[config.mk]
export PLATFORM = sky130hd
export DESIGN_NAME = casl_key_ctrl
export DESIGN_NICKNAME = d
export VERILOG_FILES = /design/src/rtl/casl_pkg.sv /design/src/rtl/casl_key_shreg.sv /design/src/rtl/casl_key_ctrl.sv
export SDC_FILE = /design/constraint.sdc
export NUM_CORES = 1
export LEC_CHECK = 0
export BUFFER_PORTS_ARGS = -buffer_cell sky130_fd_sc_hd__buf_4
export CAP_MARGIN = 40
export CORE_MARGIN = 2
export CORE_UTILIZATION = 39
export DETAILED_ROUTE_END_ITERATION = 8
export SLEW_MARGIN = 20
export SYNTH_ARGS = -nofsm -noshare
export SYNTH_HDL_FRONTEND = slang
export SYNTH_HIERARCHICAL = 1
export SYNTH_SLANG_ARGS = --single-unit
[constraint.sdc]
create_clock -name clk -period 4.8 [get_ports clk]
set_clock_uncertainty 0.1 [all_clocks]
set_input_delay 0.48 -clock clk [delete_from_list [all_inputs] [get_ports clk]]
set_output_delay 0.48 -clock clk [all_outputs]
set_load 0.005 [all_outputs]
[src/rtl/casl_pkg.sv]
// casl_pkg: shared types, constants and the checksum helper for the
// CAS-Lock key-provisioning controller.
//   casl_state_e   controller state encoding
//   CASL_KEY_W_DEF default key width (bits)
//   CASL_CHK_W     checksum width (bits)
//   CASL_KEY_W_MAX widest key the checksum helper accepts
//   casl_xor_fold  byte-wise XOR of a key
package casl_pkg;

  localparam int CASL_KEY_W_DEF = 64;
  localparam int CASL_CHK_W     = 8;
  localparam int CASL_KEY_W_MAX = 256;

  typedef enum logic [2:0] {
    ST_IDLE,
    ST_LOAD_KEY,
    ST_LOAD_CHK,
    ST_VERIFY,
    ST_ARMED,
    ST_LOCKOUT
  } casl_state_e;

  // Callers zero-extend their key to CASL_KEY_W_MAX. Zero bytes do not
  // change an XOR, so one fixed-width helper serves every legal KEY_W.
  function automatic logic [CASL_CHK_W-1:0] casl_xor_fold(
    input logic [CASL_KEY_W_MAX-1:0] i_vec
  );
    logic [CASL_CHK_W-1:0] v_acc;
    v_acc = '0;
    for (int b = 0; b < CASL_KEY_W_MAX / CASL_CHK_W; b++) begin
      v_acc ^= i_vec[b*CASL_CHK_W +: CASL_CHK_W];
    end
    return v_acc;
  endfunction

endpackage

[src/rtl/casl_key_shreg.sv]
// casl_key_shreg: bit-indexed capture register for the serial key and its
// checksum, plus the beat counter that addresses it. Bits arrive LSB
// first: key bits fill positions 0..KEY_W-1 and checksum bits follow.
//   clk, rst_n  clock, synchronous active-low reset
//   clr         clears the register and the counter
//   we          write bit_in at the current counter position, then advance
//   bit_in      serial data bit
//   key         captured key bits
//   chk         captured checksum bits
//   last_key    counter addresses the final key bit
//   last_chk    counter addresses the final checksum bit
module casl_key_shreg
  import casl_pkg::*;
#(
  parameter int KEY_W = CASL_KEY_W_DEF,
  parameter int CHK_W = CASL_CHK_W
) (
  input  logic             clk,
  input  logic             rst_n,
  input  logic             clr,
  input  logic             we,
  input  logic             bit_in,
  output logic [KEY_W-1:0] key,
  output logic [CHK_W-1:0] chk,
  output logic             last_key,
  output logic             last_chk
);

  localparam int TOT_W = KEY_W + CHK_W;
  localparam int CNT_W = $clog2(TOT_W + 1);

  logic [TOT_W-1:0] r_data;
  logic [CNT_W-1:0] r_cnt;

  // NOTE: the data register is reset along with the counter; the key bus
  // must read back as zero after reset, never as stale key material.
  always_ff @(posedge clk) begin
    if (!rst_n || clr) begin
      r_data <= '0;
      r_cnt  <= '0;
    end else if (we) begin
      r_data[r_cnt] <= bit_in;
      r_cnt         <= r_cnt + 1'b1;
    end
  end

  assign key      = r_data[KEY_W-1:0];
  assign chk      = r_data[TOT_W-1:KEY_W];
  assign last_key = (r_cnt == CNT_W'(KEY_W - 1));
  assign last_chk = (r_cnt == CNT_W'(TOT_W - 1));

endmodule

[src/rtl/casl_key_ctrl.sv]
// casl_key_ctrl: key-provisioning controller for a CAS-Lock-protected core.
// Loads a serial key and checksum, verifies the byte-wise XOR checksum,
// and only then drives the key bus and un-gates the core's output. Failed
// loads are counted; MAX_TRY failures lock the controller until reset.
//   clk, rst_n   clock, synchronous active-low reset
//   start        request a key load (sampled in IDLE)
//   zeroize      clear key, abort load (ignored in lockout)
//   key_sdata    serial key/checksum bit, LSB first
//   key_svalid   key_sdata valid
//   key_sready   controller accepts a bit this cycle
//   keyinput     key bus to the locked core, zero unless armed
//   lock_in      locked core's functional output
//   lock_out     gated functional output
//   armed        key verified and applied
//   busy         load in progress
//   err          one-cycle checksum mismatch pulse
//   lockout      sticky lockout flag
//   try_cnt      failed loads so far
module casl_key_ctrl
  import casl_pkg::*;
#(
  parameter int KEY_W   = CASL_KEY_W_DEF,
  parameter int CHK_W   = CASL_CHK_W,
  parameter int MAX_TRY = 3
) (
  input  logic             clk,
  input  logic             rst_n,
  input  logic             start,
  input  logic             zeroize,
  input  logic             key_sdata,
  input  logic             key_svalid,
  output logic             key_sready,
  output logic [KEY_W-1:0] keyinput,
  input  logic             lock_in,
  output logic             lock_out,
  output logic             armed,
  output logic             busy,
  output logic             err,
  output logic             lockout,
  output logic [3:0]       try_cnt
);

  casl_state_e r_state;
  casl_state_e w_next;
  logic [3:0]  r_try;

  logic             w_beat;
  logic             w_clr;
  logic             w_err;
  logic             w_try_inc;
  logic             w_zero;
  logic             w_match;
  logic             w_last_key;
  logic             w_last_chk;
  logic [3:0]       w_try_new;
  logic [KEY_W-1:0] w_key;
  logic [CHK_W-1:0] w_chk;

  casl_key_shreg #(
    .KEY_W (KEY_W),
    .CHK_W (CHK_W)
  ) u_shreg (
    .clk      (clk),
    .rst_n    (rst_n),
    .clr      (w_clr),
    .we       (w_beat),
    .bit_in   (key_sdata),
    .key      (w_key),
    .chk      (w_chk),
    .last_key (w_last_key),
    .last_chk (w_last_chk)
  );

  // Lockout is absorbing, so zeroize has no effect there.
  assign w_zero    = zeroize && (r_state != ST_LOCKOUT);
  assign w_beat    = key_svalid && key_sready;
  assign w_match   = (casl_xor_fold(CASL_KEY_W_MAX'(w_key)) == w_chk);
  assign w_try_new = (r_try == 4'(MAX_TRY)) ? r_try : r_try + 4'd1;

  // NOTE: every signal written here gets a default first, so no path
  // through the case can leave one unassigned and infer a latch.
  always_comb begin
    w_next    = r_state;
    w_clr     = 1'b0;
    w_err     = 1'b0;
    w_try_inc = 1'b0;
    if (w_zero) begin
      w_next = ST_IDLE;
      w_clr  = 1'b1;
    end else begin
      unique case (r_state)
        ST_IDLE: begin
          if (start) begin
            w_next = ST_LOAD_KEY;
            w_clr  = 1'b1;
          end
        end
        ST_LOAD_KEY: if (w_beat && w_last_key) w_next = ST_LOAD_CHK;
        ST_LOAD_CHK: if (w_beat && w_last_chk) w_next = ST_VERIFY;
        ST_VERIFY: begin
          if (w_match) begin
            w_next = ST_ARMED;
          end else begin
            w_err     = 1'b1;
            w_clr     = 1'b1;
            w_try_inc = 1'b1;
            w_next    = (w_try_new == 4'(MAX_TRY)) ? ST_LOCKOUT : ST_IDLE;
          end
        end
        ST_ARMED:   w_next = ST_ARMED;
        ST_LOCKOUT: w_next = ST_LOCKOUT;
        default:    w_next = ST_IDLE;
      endcase
    end
  end

  // NOTE: state is updated with non-blocking assignments so every
  // register samples the pre-edge values of the others.
  always_ff @(posedge clk) begin
    if (!rst_n) begin
      r_state <= ST_IDLE;
      r_try   <= '0;
    end else begin
      r_state <= w_next;
      if (w_try_inc) r_try <= w_try_new;
    end
  end

  // All outputs decode registered state (plus zeroize on the ready path),
  // so the key bus and gated output change only on the ARMED edges.
  assign armed      = (r_state == ST_ARMED);
  assign busy       = (r_state == ST_LOAD_KEY) || (r_state == ST_LOAD_CHK) ||
                      (r_state == ST_VERIFY);
  assign key_sready = ((r_state == ST_LOAD_KEY) || (r_state == ST_LOAD_CHK)) &&
                      !zeroize;
  assign lockout    = (r_state == ST_LOCKOUT);
  assign err        = w_err;
  assign try_cnt    = r_try;
  assign keyinput   = armed ? w_key : '0;
  assign lock_out   = armed && lock_in;

endmodule

==> impl_metrics.xml <==
<?xml version="1.0" encoding="UTF-8"?>
<metrics>
  <group name="sta">
    <metric name="rsz0062_at_grt" unit="">no</metric>
    <metric name="timing_worst_slew_pin_value" unit="ns">0.9159</metric>
    <metric name="max_slew_margin" unit="%">38.06</metric>
    <metric name="number_of_endpoints_failing_setup_at_the_final_stage" unit="">0</metric>
    <metric name="final.period_utilization" unit="%">68.59</metric>
    <metric name="setup-tns-final" unit="ns">0</metric>
    <metric name="final.min_clock_period" unit="ns">3.292</metric>
    <metric name="timing_hold_violations_final" unit="">0</metric>
    <metric name="finalMaxSlewViolations" unit="">0</metric>
    <metric name="fmax" unit="MHz">303.8</metric>
  </group>
  <group name="cts">
    <metric name="cts_repair_resizes" unit="">0</metric>
    <metric name="hold_buffers" unit="">0</metric>
    <metric name="cts_num_sinks" unit="">86</metric>
    <metric name="clk_transition_reported_paths" unit="ns">0.07</metric>
    <metric name="cts.repair_timing.setup_buffer_count" unit="">0</metric>
    <metric name="worstSkewPairLatency" unit="ns">0.35</metric>
    <metric name="tritoncts" unit="">built</metric>
    <metric name="htree_depth" unit="">3</metric>
    <metric name="clockBufferDepth" unit="">2</metric>
    <metric name="ctsRootBufferMaster" unit="">clkbuf_16</metric>
    <metric name="cts_inserted_buffers" unit="">9</metric>
  </group>
  <group name="floorplan">
    <metric name="die_footprint" unit="mm2">0.01407</metric>
    <metric name="die-width" unit="um">118.6</metric>
    <metric name="floorplan.initialDensity" unit="%">40.28</metric>
    <metric name="boundaryPins" unit="">81</metric>
    <metric name="coreArea" unit="mm2">0.01272</metric>
    <metric name="chipHeight" unit="um">118.6</metric>
    <metric name="placement_rows" unit="">41</metric>
  </group>
  <group name="grt">
    <metric name="grt_overflow" unit="">0</metric>
    <metric name="via_count_of_the_first_global_routing_pass" unit="">3985</metric>
    <metric name="antenna_found_initial" unit="">0</metric>
    <metric name="track_usage" unit="%">20.28</metric>
    <metric name="grt_pass1_wl" unit="um">22350</metric>
    <metric name="grt_start_max_net_pins" unit="">74</metric>
  </group>
  <group name="logic_synthesis">
    <metric name="synth_edf_count" unit="">0</metric>
    <metric name="ys_seq_area_share" unit="%">33.59</metric>
    <metric name="synth-async-reset-ratio" unit="%">0</metric>
    <metric name="syn_inst" unit="">592</metric>
    <metric name="netlist_area" unit="mm2">0.005125</metric>
    <metric name="ys.warnings.count" unit="">6</metric>
    <metric name="synth_cell_type_count" unit="">44</metric>
    <metric name="synth_simple_gate_area_share" unit="%">30.79</metric>
    <metric name="synth-seq-cells" unit="">86</metric>
    <metric name="dominantRegCellSynth" unit="">dfxtp_1</metric>
    <metric name="post_synth_fa_ha_maj_area_fraction" unit="%">0.4883</metric>
    <metric name="synth_mux_area_share" unit="%">14.84</metric>
    <metric name="main_combinational_cell_family_by_area_after_synthesis" unit="">simple AND/OR/NAND/NOR gates</metric>
    <metric name="synth_compound_gate_area_share" unit="%">2.905</metric>
    <metric name="postSynthNetCount" unit="">601</metric>
    <metric name="synthesis.area_per_instance" unit="um2">8.657</metric>
    <metric name="parity_gate_share_of_the_synthesized_area_counting_xor_and_xnor_cells" unit="%">12.40</metric>
  </group>
  <group name="routing">
    <metric name="highest_layer" unit="">met4</metric>
    <metric name="met2WireLength" unit="um">6503</metric>
    <metric name="via_count" unit="">4293</metric>
    <metric name="routed_via_density" unit="">5.274</metric>
    <metric name="drt_first_iter_violations" unit="">270</metric>
    <metric name="route.antenna.remaining_nets" unit="">0</metric>
    <metric name="routedWlPerCell" unit="um">17.38</metric>
    <metric name="drtPass1Iterations" unit="">5</metric>
    <metric name="routed_wl" unit="um">14140</metric>
    <metric name="met3WireLength" unit="um">672</metric>
    <metric name="drc" unit="">0</metric>
    <metric name="route.layer.met1.wl" unit="um">6596</metric>
  </group>
  <group name="placed_design">
    <metric name="placed_cells_incl_taps" unit="">798</metric>
    <metric name="port-buffer-count" unit="">80</metric>
    <metric name="final_replace_weighted_congestion" unit="">0.8308</metric>
    <metric name="dp_hpwl" unit="um">9901</metric>
    <metric name="placed_area" unit="mm2">0.005806</metric>
  </group>
  <group name="cells_and_area">
    <metric name="layout-drive-gt1-share" unit="%">19.31</metric>
    <metric name="syn_to_final_growth" unit="%">19.80</metric>
    <metric name="antenna_cells_inserted" unit="">0</metric>
    <metric name="layout.nets" unit="">646</metric>
    <metric name="final_area" unit="mm2">0.006140</metric>
    <metric name="stdcell_count" unit="">814</metric>
  </group>
  <group name="setup_path">
    <metric name="setup.worst_path.end_class" unit="">register</metric>
    <metric name="critPathRequiredTime" unit="ns">4.91</metric>
    <metric name="timing.critical_path.from_type" unit="">register</metric>
    <metric name="worst-endpoint-arrival" unit="ns">3.40</metric>
    <metric name="crit_type" unit="">register to register</metric>
    <metric name="critical_path.max_fanout" unit="">37</metric>
  </group>
  <group name="power_and_ir_drop">
    <metric name="switching_share" unit="%">21.38</metric>
    <metric name="power.clock.fraction" unit="%">51.0</metric>
    <metric name="internal_power" unit="mW">1.210</metric>
    <metric name="power_switching" unit="mW">0.3292</metric>
    <metric name="power.density" unit="mW/mm2">250.7</metric>
    <metric name="power.share.combinational" unit="%">2.5</metric>
    <metric name="seq_power_share" unit="%">46.4</metric>
    <metric name="power.leakage" unit="nW">3.081</metric>
    <metric name="design_power_total" unit="mW">1.539</metric>
    <metric name="peakVddDrop" unit="uV">160.3</metric>
  </group>
  <group name="flow_run">
    <metric name="max_cap_violations" unit="">0</metric>
  </group>
  <group name="hold_path">
    <metric name="hold_class" unit="">input port to register</metric>
  </group>
  <group name="run_status">
    <metric name="run_status" unit="">completed</metric>
  </group>
</metrics>
[area by class of cell]
cell class | count | area [um2]
Fill cell | 1253 | 6583
Sequential cell | 86 | 1723
Inverter | 3 | 11.26
Timing Repair Buffer | 87 | 678.2
Tap cell | 172 | 215.2
Clock inverter | 5 | 81.33
Multi-Input combinational cell | 450 | 3178
Clock buffer | 11 | 252.7
[per-layer routing]
metal,GRT usage [%],up-vias
met1,28.22,2038
met3,3.378,23
li1,-,2095
met5,0,-
met2,31.00,137
met4,8.482,0
[layout by cell type, fill, tap and decap left out, types with 2 or more instances in the layout]
master and instances:
nand2b_1 7, buf_4 85, and4b_1 6, and4_1 2
xnor2_1 34, and3_1 66, mux2i_1 76, buf_12 2
xor2_1 18, inv_1 3, dfxtp_1 85, nor3_1 2
nor2_1 13, nor4b_4 5, clkbuf_16 9, nand2_1 145
a31oi_1 3, bufinv_16 2, nor4bb_2 2, nand4b_1 2
xnor3_1 8, nand2_2 2, or3_1 2, ha_1 2
nand3_1 5, nor2b_1 10, a21oi_1 5, o211ai_1 2
nand4_1 9, clkbuf_8 2, o21ai_0 6, and4bb_2 3
[cells by family after synthesis]
logic type	count (synthesis)
buf+inv	56
xor+xnor	60
simple gates	290
fa+ha+maj	2
mux	76
compound gates	22
flops	86
[path summary, 6_finish.rpt]
path	depth (start not counted)	endpoint	start	slack, ns
worst max register to register	10	u_shreg/r_data[22]	u_shreg/r_data[5]	1.51
worst min register to register	2	u_shreg/r_data[69]	u_shreg/r_data[69]	0.37
worst max-delay path	10	u_shreg/r_data[22]	u_shreg/r_data[5]	1.51
worst min-delay path	3	u_shreg/r_data[41]	key_sdata	0.34
[cells in the mapped netlist (3+ instances only)]
| master | n | area [um2] |
|---|---|---|
| a21oi_1 | 5 | 25.02 |
| a31oi_1 | 3 | 18.77 |
| and3_1 | 66 | 412.9 |
| and4b_1 | 6 | 60.06 |
| and4bb_2 | 3 | 37.54 |
| buf_1 | 3 | 11.26 |
| buf_2 | 15 | 75.07 |
| buf_4 | 3 | 22.52 |
| clkbuf_1 | 30 | 112.6 |
| dfxtp_1 | 86 | 1722 |
| inv_1 | 3 | 11.26 |
| mux2i_1 | 76 | 760.7 |
| nand2_1 | 146 | 548.0 |
| nand2b_1 | 7 | 43.79 |
| nand3_1 | 5 | 25.02 |
| nand4_1 | 9 | 56.30 |
| nor2_1 | 14 | 52.55 |
| nor2b_1 | 11 | 68.82 |
| nor4b_4 | 5 | 118.9 |
| nor4bb_1 | 3 | 30.03 |
| o21ai_0 | 6 | 30.03 |
| xnor2_1 | 34 | 297.8 |
| xnor3_1 | 8 | 180.2 |
| xor2_1 | 18 | 157.7 |
[registers in the layout (all words and copies together), names as in the netlist]
name / flops
u_shreg/r_cnt: 7
r_state: 3
try_cnt: 4
u_shreg/r_data: 72
[power by group through the flow]
stage               logic, mW  registers, mW  clock network, mW
global placement       0.0364          0.731                  0
floorplan              0.0248          0.731                  0
detailed placement     0.0387          0.731                  0
finish                 0.0392          0.715              0.785
global route           0.0426          0.715              0.823
CTS                    0.0390          0.715              0.791
[per-stage QoR]
step                      hold WS, ns  worst slack (ns)  util, %
final                          0.3407             1.508    48.26
after global routing           0.3461             1.296    48.26
after CTS                      0.3309             1.484    48.26
after detailed placement       0.3690             1.529    45.63
after global placement         0.3575             1.512    45.16
after floorplan                0.3517             2.416        -
[critical path, stage by stage, from the launching register on]
cell	delay, ns
dfxtp_1	0.35
xnor2_1	0.36
xnor3_1	0.40
xnor2_1	0.15
nand4_1	0.15
nor2_1	0.07
o21ai_0	0.35
nor2b_4	0.08
nand2_2	0.50
buf_4	0.47
mux2i_1	0.14
Power figures use the tool's default switching activity.
